**config.mk**
```make
export PLATFORM = sky130hd
export DESIGN_NAME = ram_access_arbiter
export DESIGN_NICKNAME = d
export VERILOG_FILES = /design/src/rtl/ram_access_arbiter_pkg.sv /design/src/rtl/ram_access_arbiter_align.sv /design/src/rtl/ram_access_arbiter.sv
export SDC_FILE = /design/constraint.sdc
export NUM_CORES = 1
export LEC_CHECK = 0
export CAP_MARGIN = 20
export CELL_PAD_IN_SITES_DETAIL_PLACEMENT = 0
export CELL_PAD_IN_SITES_GLOBAL_PLACEMENT = 1
export CORE_ASPECT_RATIO = 0.9
export CORE_MARGIN = 4
export CORE_UTILIZATION = 37
export CTS_CLUSTER_SIZE = 40
export DETAILED_ROUTE_END_ITERATION = 7
export HOLD_SLACK_MARGIN = 0.12
export PLACE_DENSITY_LB_ADDON = 0.1
export SYNTH_ARGS = -nofsm -noshare
export SYNTH_HDL_FRONTEND = slang
export SYNTH_SLANG_ARGS = --single-unit
```
**constraint.sdc**
```tcl
create_clock -name clk_in -period 9.05 [get_ports clk_in]
set_clock_uncertainty 0.2 [all_clocks]
set_input_delay 0.905 -clock clk_in [delete_from_list [all_inputs] [get_ports clk_in]]
set_output_delay 0.905 -clock clk_in [all_outputs]
set_load 0.02 [all_outputs]
```
**src/rtl/ram_access_arbiter_pkg.sv**
```systemverilog
// Shared encodings for the RAM access arbiter: access sizes, arbiter states, grant owner.
// Latency: n/a (types and pure functions only).
// Backpressure: n/a.
package ram_access_arbiter_pkg;

  localparam logic [1:0] MEM_SIZE_B = 2'b00;
  localparam logic [1:0] MEM_SIZE_H = 2'b01;
  localparam logic [1:0] MEM_SIZE_W = 2'b10;
  localparam logic [1:0] MEM_SIZE_D = 2'b11;

  typedef enum logic [1:0] {
    ST_IDLE   = 2'd0,
    ST_ACCESS = 2'd1,
    ST_DONE   = 2'd2
  } arb_state_t;

  typedef enum logic {
    GRANT_FETCH = 1'b0,
    GRANT_DATA  = 1'b1
  } grant_t;

  // Byte-lane mask of an access of the given size, anchored at lane 0.
  function automatic logic [7:0] size_lane_mask(input logic [1:0] size);
    logic [7:0] m;
    case (size)
      MEM_SIZE_B: m = 8'h01;
      MEM_SIZE_H: m = 8'h03;
      MEM_SIZE_W: m = 8'h0F;
      default:    m = 8'hFF;
    endcase
    return m;
  endfunction

  // Low address bits that must be zero for a naturally aligned access.
  function automatic logic [2:0] size_align_bits(input logic [1:0] size);
    logic [2:0] a;
    case (size)
      MEM_SIZE_B: a = 3'd0;
      MEM_SIZE_H: a = 3'd1;
      MEM_SIZE_W: a = 3'd3;
      default:    a = 3'd7;
    endcase
    return a;
  endfunction

endpackage

```
**src/rtl/ram_access_arbiter_align.sv**
```systemverilog
// Byte-lane alignment: store mask/value placement, load extract+extend, misalign detect.
// Latency: purely combinational.
// Backpressure: none; outputs follow inputs.
module ram_access_arbiter_align
  import ram_access_arbiter_pkg::*;
(
  input  logic [2:0]  offset,
  input  logic [1:0]  size,
  input  logic        is_unsigned,
  input  logic [63:0] wdata,
  input  logic [63:0] rword,
  output logic [7:0]  mask,
  output logic [63:0] value,
  output logic [63:0] load_data,
  output logic        misaligned
);

  logic [5:0]  bit_shift;
  logic [63:0] wdata_trim;
  logic [63:0] shifted;

  // Place store data on its lanes and pull load data down from its lanes.
  always_comb begin
    bit_shift  = {offset, 3'b000};
    misaligned = (offset & size_align_bits(size)) != 3'd0;
    mask       = size_lane_mask(size) << offset;

    case (size)
      MEM_SIZE_B: wdata_trim = {56'b0, wdata[7:0]};
      MEM_SIZE_H: wdata_trim = {48'b0, wdata[15:0]};
      MEM_SIZE_W: wdata_trim = {32'b0, wdata[31:0]};
      default:    wdata_trim = wdata;
    endcase
    value = wdata_trim << bit_shift;

    shifted = rword >> bit_shift;
    case (size)
      MEM_SIZE_B: load_data = is_unsigned ? {56'b0, shifted[7:0]}
                                          : {{56{shifted[7]}}, shifted[7:0]};
      MEM_SIZE_H: load_data = is_unsigned ? {48'b0, shifted[15:0]}
                                          : {{48{shifted[15]}}, shifted[15:0]};
      MEM_SIZE_W: load_data = is_unsigned ? {32'b0, shifted[31:0]}
                                          : {{32{shifted[31]}}, shifted[31:0]};
      default:    load_data = shifted;
    endcase
  end

endmodule

```
**src/rtl/ram_access_arbiter.sv**
```systemverilog
// Round-robin share of one single-port 64-bit RAM between instruction fetch and load/store.
// Latency: req->ack 3 cycles (IDLE, ACCESS, DONE); 2 cycles for a misaligned data access.
// Backpressure: requesters hold req until their one-cycle ack; one access in flight at a time.
module ram_access_arbiter
  import ram_access_arbiter_pkg::*;
#(
  parameter int WORD_IDX_W = 10
)
(
  input  logic                    clk_in,
  input  logic                    reset_in,
  input  logic                    ifetch_req_in,
  input  logic [WORD_IDX_W+2:0]   ifetch_addr_in,
  output logic                    ifetch_ack_out,
  output logic [31:0]             ifetch_data_out,
  input  logic                    dmem_req_in,
  input  logic                    dmem_we_in,
  input  logic [WORD_IDX_W+2:0]   dmem_addr_in,
  input  logic [1:0]              dmem_size_in,
  input  logic                    dmem_unsigned_in,
  input  logic [63:0]             dmem_wdata_in,
  output logic                    dmem_ack_out,
  output logic [63:0]             dmem_rdata_out,
  output logic                    dmem_err_out,
  output logic [WORD_IDX_W-1:0]   ram_address_out,
  output logic [63:0]             ram_value_out,
  output logic [7:0]              ram_mask_out,
  output logic                    ram_write_out,
  output logic                    ram_read_out,
  input  logic [63:0]             ram_data_in
);

  localparam int AW = WORD_IDX_W + 3;

  arb_state_t state, state_nxt;
  grant_t     last_grant, last_grant_nxt;

  // Request fields frozen at grant time; later input changes are ignored.
  logic          lat_fetch;
  logic          lat_we;
  logic          lat_unsigned;
  logic [1:0]    lat_size;
  logic [AW-1:0] lat_addr;

  logic take_data;
  logic take_fetch;

  logic [2:0]  al_offset;
  logic [1:0]  al_size;
  logic        al_unsigned;
  logic [7:0]  al_mask;
  logic [63:0] al_value;
  logic [63:0] al_load;
  logic        al_misaligned;

  logic                  ifetch_ack_nxt;
  logic [31:0]           ifetch_data_nxt;
  logic                  dmem_ack_nxt;
  logic [63:0]           dmem_rdata_nxt;
  logic                  dmem_err_nxt;
  logic [WORD_IDX_W-1:0] ram_address_nxt;
  logic [63:0]           ram_value_nxt;
  logic [7:0]            ram_mask_nxt;
  logic                  ram_write_nxt;
  logic                  ram_read_nxt;

  // Data wins when alone or when fetch had the previous grant.
  assign take_data  = dmem_req_in && (!ifetch_req_in || (last_grant == GRANT_FETCH));
  assign take_fetch = ifetch_req_in && !take_data;

  // In IDLE the aligner sees the live request (store placement, misalign);
  // afterwards it sees the latched request (load extraction at end of ACCESS).
  assign al_offset   = (state == ST_IDLE) ? dmem_addr_in[2:0] : lat_addr[2:0];
  assign al_size     = (state == ST_IDLE) ? dmem_size_in      : lat_size;
  assign al_unsigned = (state == ST_IDLE) ? dmem_unsigned_in  : lat_unsigned;

  ram_access_arbiter_align u_align (
    .offset      (al_offset),
    .size        (al_size),
    .is_unsigned (al_unsigned),
    .wdata       (dmem_wdata_in),
    .rword       (ram_data_in),
    .mask        (al_mask),
    .value       (al_value),
    .load_data   (al_load),
    .misaligned  (al_misaligned)
  );

  // State and round-robin pointer.
  always_ff @(posedge clk_in or posedge reset_in) begin
    if (reset_in) begin
      state      <= ST_IDLE;
      last_grant <= GRANT_FETCH;
    end else begin
      state      <= state_nxt;
      last_grant <= last_grant_nxt;
    end
  end

  // Next state and next registered outputs; every output is 0 unless a state drives it.
  always_comb begin
    state_nxt       = state;
    last_grant_nxt  = last_grant;
    ifetch_ack_nxt  = 1'b0;
    ifetch_data_nxt = '0;
    dmem_ack_nxt    = 1'b0;
    dmem_rdata_nxt  = '0;
    dmem_err_nxt    = 1'b0;
    ram_address_nxt = '0;
    ram_value_nxt   = '0;
    ram_mask_nxt    = '0;
    ram_write_nxt   = 1'b0;
    ram_read_nxt    = 1'b0;
    unique case (state)
      ST_IDLE: begin
        if (take_data) begin
          last_grant_nxt = GRANT_DATA;
          if (al_misaligned) begin
            state_nxt    = ST_DONE;
            dmem_ack_nxt = 1'b1;
            dmem_err_nxt = 1'b1;
          end else begin
            state_nxt       = ST_ACCESS;
            ram_address_nxt = dmem_addr_in[AW-1:3];
            if (dmem_we_in) begin
              ram_write_nxt = 1'b1;
              ram_mask_nxt  = al_mask;
              ram_value_nxt = al_value;
            end else begin
              ram_read_nxt = 1'b1;
            end
          end
        end else if (take_fetch) begin
          last_grant_nxt  = GRANT_FETCH;
          state_nxt       = ST_ACCESS;
          ram_address_nxt = ifetch_addr_in[AW-1:3];
          ram_read_nxt    = 1'b1;
        end
      end
      ST_ACCESS: begin
        state_nxt = ST_DONE;
        if (lat_fetch) begin
          ifetch_ack_nxt  = 1'b1;
          ifetch_data_nxt = lat_addr[2] ? ram_data_in[63:32] : ram_data_in[31:0];
        end else begin
          dmem_ack_nxt   = 1'b1;
          dmem_rdata_nxt = lat_we ? 64'b0 : al_load;
        end
      end
      ST_DONE: state_nxt = ST_IDLE;
      default: state_nxt = ST_IDLE;
    endcase
  end

  // Latch the granted request's fields when leaving IDLE.
  always_ff @(posedge clk_in or posedge reset_in) begin
    if (reset_in) begin
      lat_fetch    <= 1'b0;
      lat_we       <= 1'b0;
      lat_unsigned <= 1'b0;
      lat_size     <= MEM_SIZE_B;
      lat_addr     <= '0;
    end else if ((state == ST_IDLE) && (take_data || take_fetch)) begin
      lat_fetch    <= take_fetch;
      lat_we       <= take_data && dmem_we_in;
      lat_unsigned <= dmem_unsigned_in;
      lat_size     <= dmem_size_in;
      lat_addr     <= take_fetch ? ifetch_addr_in : dmem_addr_in;
    end
  end

  // Output registers; reset drops an in-flight RAM strobe immediately.
  always_ff @(posedge clk_in or posedge reset_in) begin
    if (reset_in) begin
      ifetch_ack_out  <= 1'b0;
      ifetch_data_out <= '0;
      dmem_ack_out    <= 1'b0;
      dmem_rdata_out  <= '0;
      dmem_err_out    <= 1'b0;
      ram_address_out <= '0;
      ram_value_out   <= '0;
      ram_mask_out    <= '0;
      ram_write_out   <= 1'b0;
      ram_read_out    <= 1'b0;
    end else begin
      ifetch_ack_out  <= ifetch_ack_nxt;
      ifetch_data_out <= ifetch_data_nxt;
      dmem_ack_out    <= dmem_ack_nxt;
      dmem_rdata_out  <= dmem_rdata_nxt;
      dmem_err_out    <= dmem_err_nxt;
      ram_address_out <= ram_address_nxt;
      ram_value_out   <= ram_value_nxt;
      ram_mask_out    <= ram_mask_nxt;
      ram_write_out   <= ram_write_nxt;
      ram_read_out    <= ram_read_nxt;
    end
  end

endmodule

```
## Word level (Yosys, flattened, before mapping)

Index checks and enable logic that the tools add are counted.

| operators by class | value |
|---|---|
| eq/ne operators | 4 |
| shifts and indexed selects | 3 |
| mux-type cells | 51 |
| bitwise operators | 2 |
| reduce and logical (&&, ||, !) cells | 13 |

Operators by type and width:

| operator | number |
|---|---|
| $mux 64 | 10 |
| $pmux 64 s3 | 2 |
| $mux 32 | 3 |
| $shl 64x6->64 | 1 |
| $shr 64x6->64 | 1 |
| $mux 10 | 4 |
| $mux 8 | 4 |
| $pmux 8 s3 | 1 |
| $mux 1 | 18 |
| $pmux 3 s3 | 1 |
| $mux 2 | 4 |
| $shl 8x3->8 | 1 |
| $mux 3 | 2 |
| $eq 2x1->1 const B | 2 |
| $logic_and 1x1->1 | 4 |
| $logic_not 2->1 | 2 |
| $pmux 2 s2 | 1 |
| $and 3x3->3 | 1 |
| $ne 3x3->1 const B | 1 |
| $reduce_bool 3->1 | 1 |
| $eq 2x2->1 const B | 1 |
| $logic_not 1->1 | 2 |
| $logic_or 1x1->1 | 2 |
| $pmux 1 s2 | 1 |
| other kinds (3) | 3 |

| storage, ports and cells | value |
|---|---|
| register bits after elaboration | 194 |
| output and inout port bits | 183 |
| logic and storage cells | 90 |

## Longest topological paths before layout

| logic depth | value |
|---|---|
| depth in word-level cells | 9 |
| depth in mapped cells | 11 |
| gate-level depth less buffers | 8 |

## Hierarchy

From an unflattened synthesis, not the netlist that was laid out.

| second synthesis, totals | value |
|---|---|
| cells, all modules | 1120 |
| area, all modules | 11009.3 um^2 |

Modules (own cells, without submodules):

| module | times used | cells an instance | area an instance (um^2) | sequential area each (um^2) |
|---|---|---|---|---|
| ram_access_arbiter | 1 | 501 | 6780.3 | 4854.7 |
| ram_access_arbiter_align | 1 | 619 | 4229.1 | 0.0 |

## Worst setup path after synthesis

No wires, ideal clock.

| timing | value |
|---|---|
| kind | input port to flip-flop |
| from | in dmem_addr_in[0] |
| to | reg dmem_rdata_out[24] |
| data arrival time | 2637 ps |
| setup slack | 6076 ps |
| cell stages on the path | 9 |
| cell sequence | or3b_1 buf_2 nand2_2 clkbuf_1 clkbuf_1 clkbuf_1 o21ai_0 nand3_1 a21oi_1 |

| on the way | value |
|---|---|
| word-level cells in the longest chain between the ends | 7 |

Ends and longest elaborated chain:

| element | RTL line | source |
|---|---|---|
| start: declaration | ram_access_arbiter.sv:18 | `input logic [WORD_IDX_W+2:0] dmem_addr_in,` |
| $mux 3 (*) | ram_access_arbiter.sv:73 | `assign al_offset = (state == ST_IDLE) ? dmem_addr_in[2:0] : lat_addr[2:0];` |
| $shr 64x6->64 (*) | ram_access_arbiter_align.sv:36 | `shifted = rword >> bit_shift;` |
| $mux 64, on equally long branches | ram_access_arbiter_align.sv:42, ram_access_arbiter_align.sv:38, ram_access_arbiter_align.sv:40 |  |
| $pmux 64 s3 (*) | ram_access_arbiter_align.sv:37 | `case (size)` |
| $mux 64 (*) | ram_access_arbiter.sv:147 | `dmem_rdata_nxt = lat_we ? 64'b0 : al_load;` |
| $mux 64 (*) | ram_access_arbiter.sv:142 | `if (lat_fetch) begin` |
| $mux 64 (*) | ram_access_arbiter.sv:114 | `unique case (state)` |
| net dmem_rdata_nxt[24] | ram_access_arbiter.sv:59 | `logic [63:0] dmem_rdata_nxt;` |
| end signal: assignment | ram_access_arbiter.sv:189 | `dmem_rdata_out <= dmem_rdata_nxt;` |
| end: declaration | ram_access_arbiter.sv:23 | `output logic [63:0] dmem_rdata_out,` |

Mark *: on every way through the listed nets, which the timed path passes. The rest lies on a longest branch.
A chain may end at the register's enable or synchronous reset.

## Worst setup path in the final report

| timing | value |
|---|---|
| from | in dmem_addr_in[1] |
| to | reg ram_value_out[52] |

| on the way | value |
|---|---|
| word-level cells in the longest chain between the ends | 6 |

Ends and longest elaborated chain:

| element | RTL line | source |
|---|---|---|
| $mux 3 (*) | ram_access_arbiter.sv:73 |  |
| $shl 64x6->64 / $and 3x3->3 (equally long branches) | ram_access_arbiter_align.sv:34, ram_access_arbiter_align.sv:25 |  |
| $mux 64 / $reduce_bool 3->1 (equally long branches) | ram_access_arbiter.sv:125, ram_access_arbiter_align.sv:25 |  |
| $mux 64 (*) | ram_access_arbiter.sv:118 | `if (al_misaligned) begin` |
| $mux 64 (*) | ram_access_arbiter.sv:116 | `if (take_data) begin` |
| $mux 64 (*) | ram_access_arbiter.sv:114 |  |
| net ram_value_nxt[52] | ram_access_arbiter.sv:62 | `logic [63:0] ram_value_nxt;` |
| end signal: assignment | ram_access_arbiter.sv:192 | `ram_value_out <= ram_value_nxt;` |
| end: declaration | ram_access_arbiter.sv:26 | `output logic [63:0] ram_value_out,` |

Marked as above.

==> run summary <==
For the placed standard-cell area, the log shows 13830 µm². Setup violations remaining at the end of the flow were counted as 0. The run gives 0 as the total count of max-transition violations in the final report. Yosys instantiated no cell more often than dfrtp_1. The final critical path takes up 51.15% of the cycle. Yosys printed 0 warnings. The number of iterations in the first detailed-routing pass was 7; the count of buffers added by post-CTS timing repair for setup was 0.

The worst IR drop on VDD is 0.0002345 V. The number of placed instances, taps included, is 1698. For this design, the CTS-stage hold fixing added 0 buffers. Row generation in the floorplan step produced 57 rows. Dividing the synthesized area by the synthesized cell count gives 9.395 µm². The number of vias per cell was 5.783; the antenna diode instance count was 0.

Setup repair after global routing left no endpoint under its margin. After detailed routing, the average wire length per cell comes to 23.91 µm. Final critical-path required period: 4629 ps.

The core region is 27100 µm². In the routed design, unresolved DRC markers number 0. After routing, the total negative slack on setup checks comes to 0 ps. The number of I/O pins came out at 345. The flow ran to the end, and the final reports show no timing, DRC or antenna violations.

For this design the static power due to leakage is 6.216 nW. The logs give 4730 ps for the register-to-register setup slack and 14480 µm² for the area of all placed cells without fillers. The placer's final routability congestion estimate is 0.8747. The number of clock buffers added by TritonCTS is 17. The run gives 0 as the number of nets with antenna violations after detailed routing.

The worst setup path is captured at a flop. Clock-pin slew was measured on the worst setup and hold paths at 80 ps. The area growth from synthesis to layout is 41.37%. The run gives 0.2160 GHz as the highest clock frequency the design can meet. For the pin with the worst max-slew slack, the measured transition is 1077 ps. At the worst endpoint, the arrival time is 4710 ps. For this run, the number of standard cells in the final layout without fillers is 1732. Counting flops and latches in the post-synthesis netlist gives 194. The number of nets in the synthesized netlist is 1252. The logs give 26.47% for the overall track demand over capacity in global routing and 4421 ps for the final worst slack. The first routing iteration left 1057 violations. Counting flops with a built-in enable in the synthesized netlist gives 0. Dominant synthesized flop cell: dfrtp_1. The number of buffer cells added on primary ports is 344.

The tightest min-delay check is of the reg2reg type. The floorplan step set the die height to 165.8 µm. The run gives 10160 as the number of global-route vias before repair. Counting instances in the post-synthesis netlist gives the leading cell types as dfrtp_1, nor2_1, a21oi_1. Synthesis produced 1090 cells. The register area share after synthesis was 47.40%; the initial antenna violation count was 1. The logs give 41.42 mm for the overall routed net length and 30410 µm² for the total die area. The logs give 29.46 mm for the half-perimeter wire length after placement and 127 for the pin count of the biggest net entering global routing. The global-route wire length before repair is 62.70 mm, and the max-capacitance violation count is 0.

Library cell used as clock root buffer: clkbuf_16. TritonCTS built the clock tree. The startpoint type of the worst setup path was an input port.

Dividing total power by cell area gives a power density of 320.0 nW/µm². Summed over all instances, the cell type with the most area after synthesis is dfrtp_1. The die width is 183.4 µm. For the relative slew slack, the log shows 28.21%. Along the worst path, the maximum fanout reaches 82. The distinct cell type count of the synthesized netlist is 57. By area the synthesized netlist is led by dfrtp_1, mux2i_1, a21oi_1. The remaining global-route overflow is 0, and the total vias in the final route is 10020.

The later pin in the worst-skew pair is clocked with a latency of 450 ps. The critical path in this run is classified as in2reg. The logs give 37.79% for the starting density of the core and 10240 µm² for the synthesized area. The final layout contains 1527 nets. Of the cells placed in the final design, the portion with a size suffix greater than 1 is 6.459%.

The area share of the largest cell type after synthesis is 47.40%. For this design, the sink count on the clock tree is 194. The run gives 0 as the post-cts gate resize count. Timing analysis after detailed placement gives a worst setup slack of 4009 ps. The number of levels the H-tree was split into was 4. The largest buffer count on any clock path was 2; the required time reported for the critical path endpoint was 9130 ps.

The fraction of synthesis flops using an asynchronous set or reset pin works out to 100.0%. Hold violation count in the final report: 0.
-- area by class of cell --
cell class | instances | area, µm²
fill | 2522 | 12620
multi-input combinational | 787 | 4969
sequential | 194 | 4856
timing repair buffer | 358 | 3550
tap | 354 | 442.9
clock buffer | 17 | 425.4
clock inverter | 15 | 201.4
inverter | 7 | 33.78
-- kinds of logic (layout without fill, tap and decap cells) --
family	Yosys count	after routing	share of synthesized area, %
AO/OA/AOI/OAI	354	354	21.97
XOR/XNOR	2	2	0.1711
buffers and inverters	109	397	4.447
flip-flops	194	194	47.40
multiplexers	110	110	12.12
AND/OR/NAND/NOR	321	321	13.89
-- metrics by stage --
step | hold WS (ps) | total power, mW | utilization [%]
6_report | 311.7 | 4.632 | 53.42
5_1_grt | 317.5 | 4.894 | 53.42
4_1_cts | 313.2 | 4.616 | 53.36
3_5_place_dp | 284.9 | 3.807 | 51.05
3_3_place_gp | 276.3 | 3.806 | 51.03
2_1_floorplan | 264.2 | 2.903 | -
-- flip-flops by register name, summed over array words and instances (netlist names) --
name,flops
ram_read_out,1
lat_addr,3
lat_unsigned,1
dmem_ack_out,1
ifetch_data_out,32
lat_size,2
dmem_rdata_out,64
ram_value_out,64
lat_we,1
state,2
ram_mask_out,8
ram_address_out,10
ifetch_ack_out,1
ram_write_out,1
dmem_err_out,1
last_grant,1
lat_fetch,1
-- final timing paths --
path | startpoint | end | cells past startpoint
min reg2reg | lat_unsigned | lat_unsigned | 1
min | lat_unsigned | lat_unsigned | 1
max | dmem_addr_in[1] | ram_value_out[52] | 10
max reg2reg | state[0] | ram_value_out[52] | 9
max in group asynchronous | reset_in | lat_addr[2] | 3
min in group asynchronous | reset_in | ifetch_ack_out | 2
-- metal layers --
| layer | wire [µm] | up-vias | GRT usage (%) |
|---|---|---|---|
| li1 | - | 4526 | - |
| met1 | 16940 | 4929 | 35.00 |
| met2 | 20220 | 492 | 43.97 |
| met3 | 3090 | 68 | 5.256 |
| met4 | 1165 | 2 | 8.225 |
| met5 | 13 | - | 0 |
-- critical path, stage by stage --
cell and delay, ps:
clkdlybuf4s50_1 490, nor3b_1 450, or2_2 200, buf_4 670, o21ai_0 190, and2_1 240
nand2_1 580, inv_1 200, nand2_1 540, o22ai_1 210
-- where the power goes --
| part | internal (mW) | switching [mW] | total (mW) |
|---|---|---|---|
| sequential | 1.03 | 0.0876 | 1.11 |
| combinational | 0.999 | 1.71 | 2.71 |
| clock | 0.383 | 0.423 | 0.806 |
| total | 2.41 | 2.23 | 4.63 |
-- placed cells by master, fill, tap and decap left out, types with 7 or more instances in the layout --
cell and instances:
o22ai_1 18, nor2_1 118, dfrtp_1 193, nand4_1 7, nand3_1 31, nand2_1 103
mux2i_1 94, clkbuf_16 17, and2_1 9, clkdlybuf4s50_1 344, a22oi_1 31, a211oi_1 10
mux4_2 10, buf_4 12, o2bb2ai_1 18, o21ai_0 59, a32o_1 7, a211o_1 16
a21boi_0 8, a21oi_1 111, and3_1 11, nor3_1 11, a31oi_1 38
No activity file was read; power rests on OpenSTA's default activity.
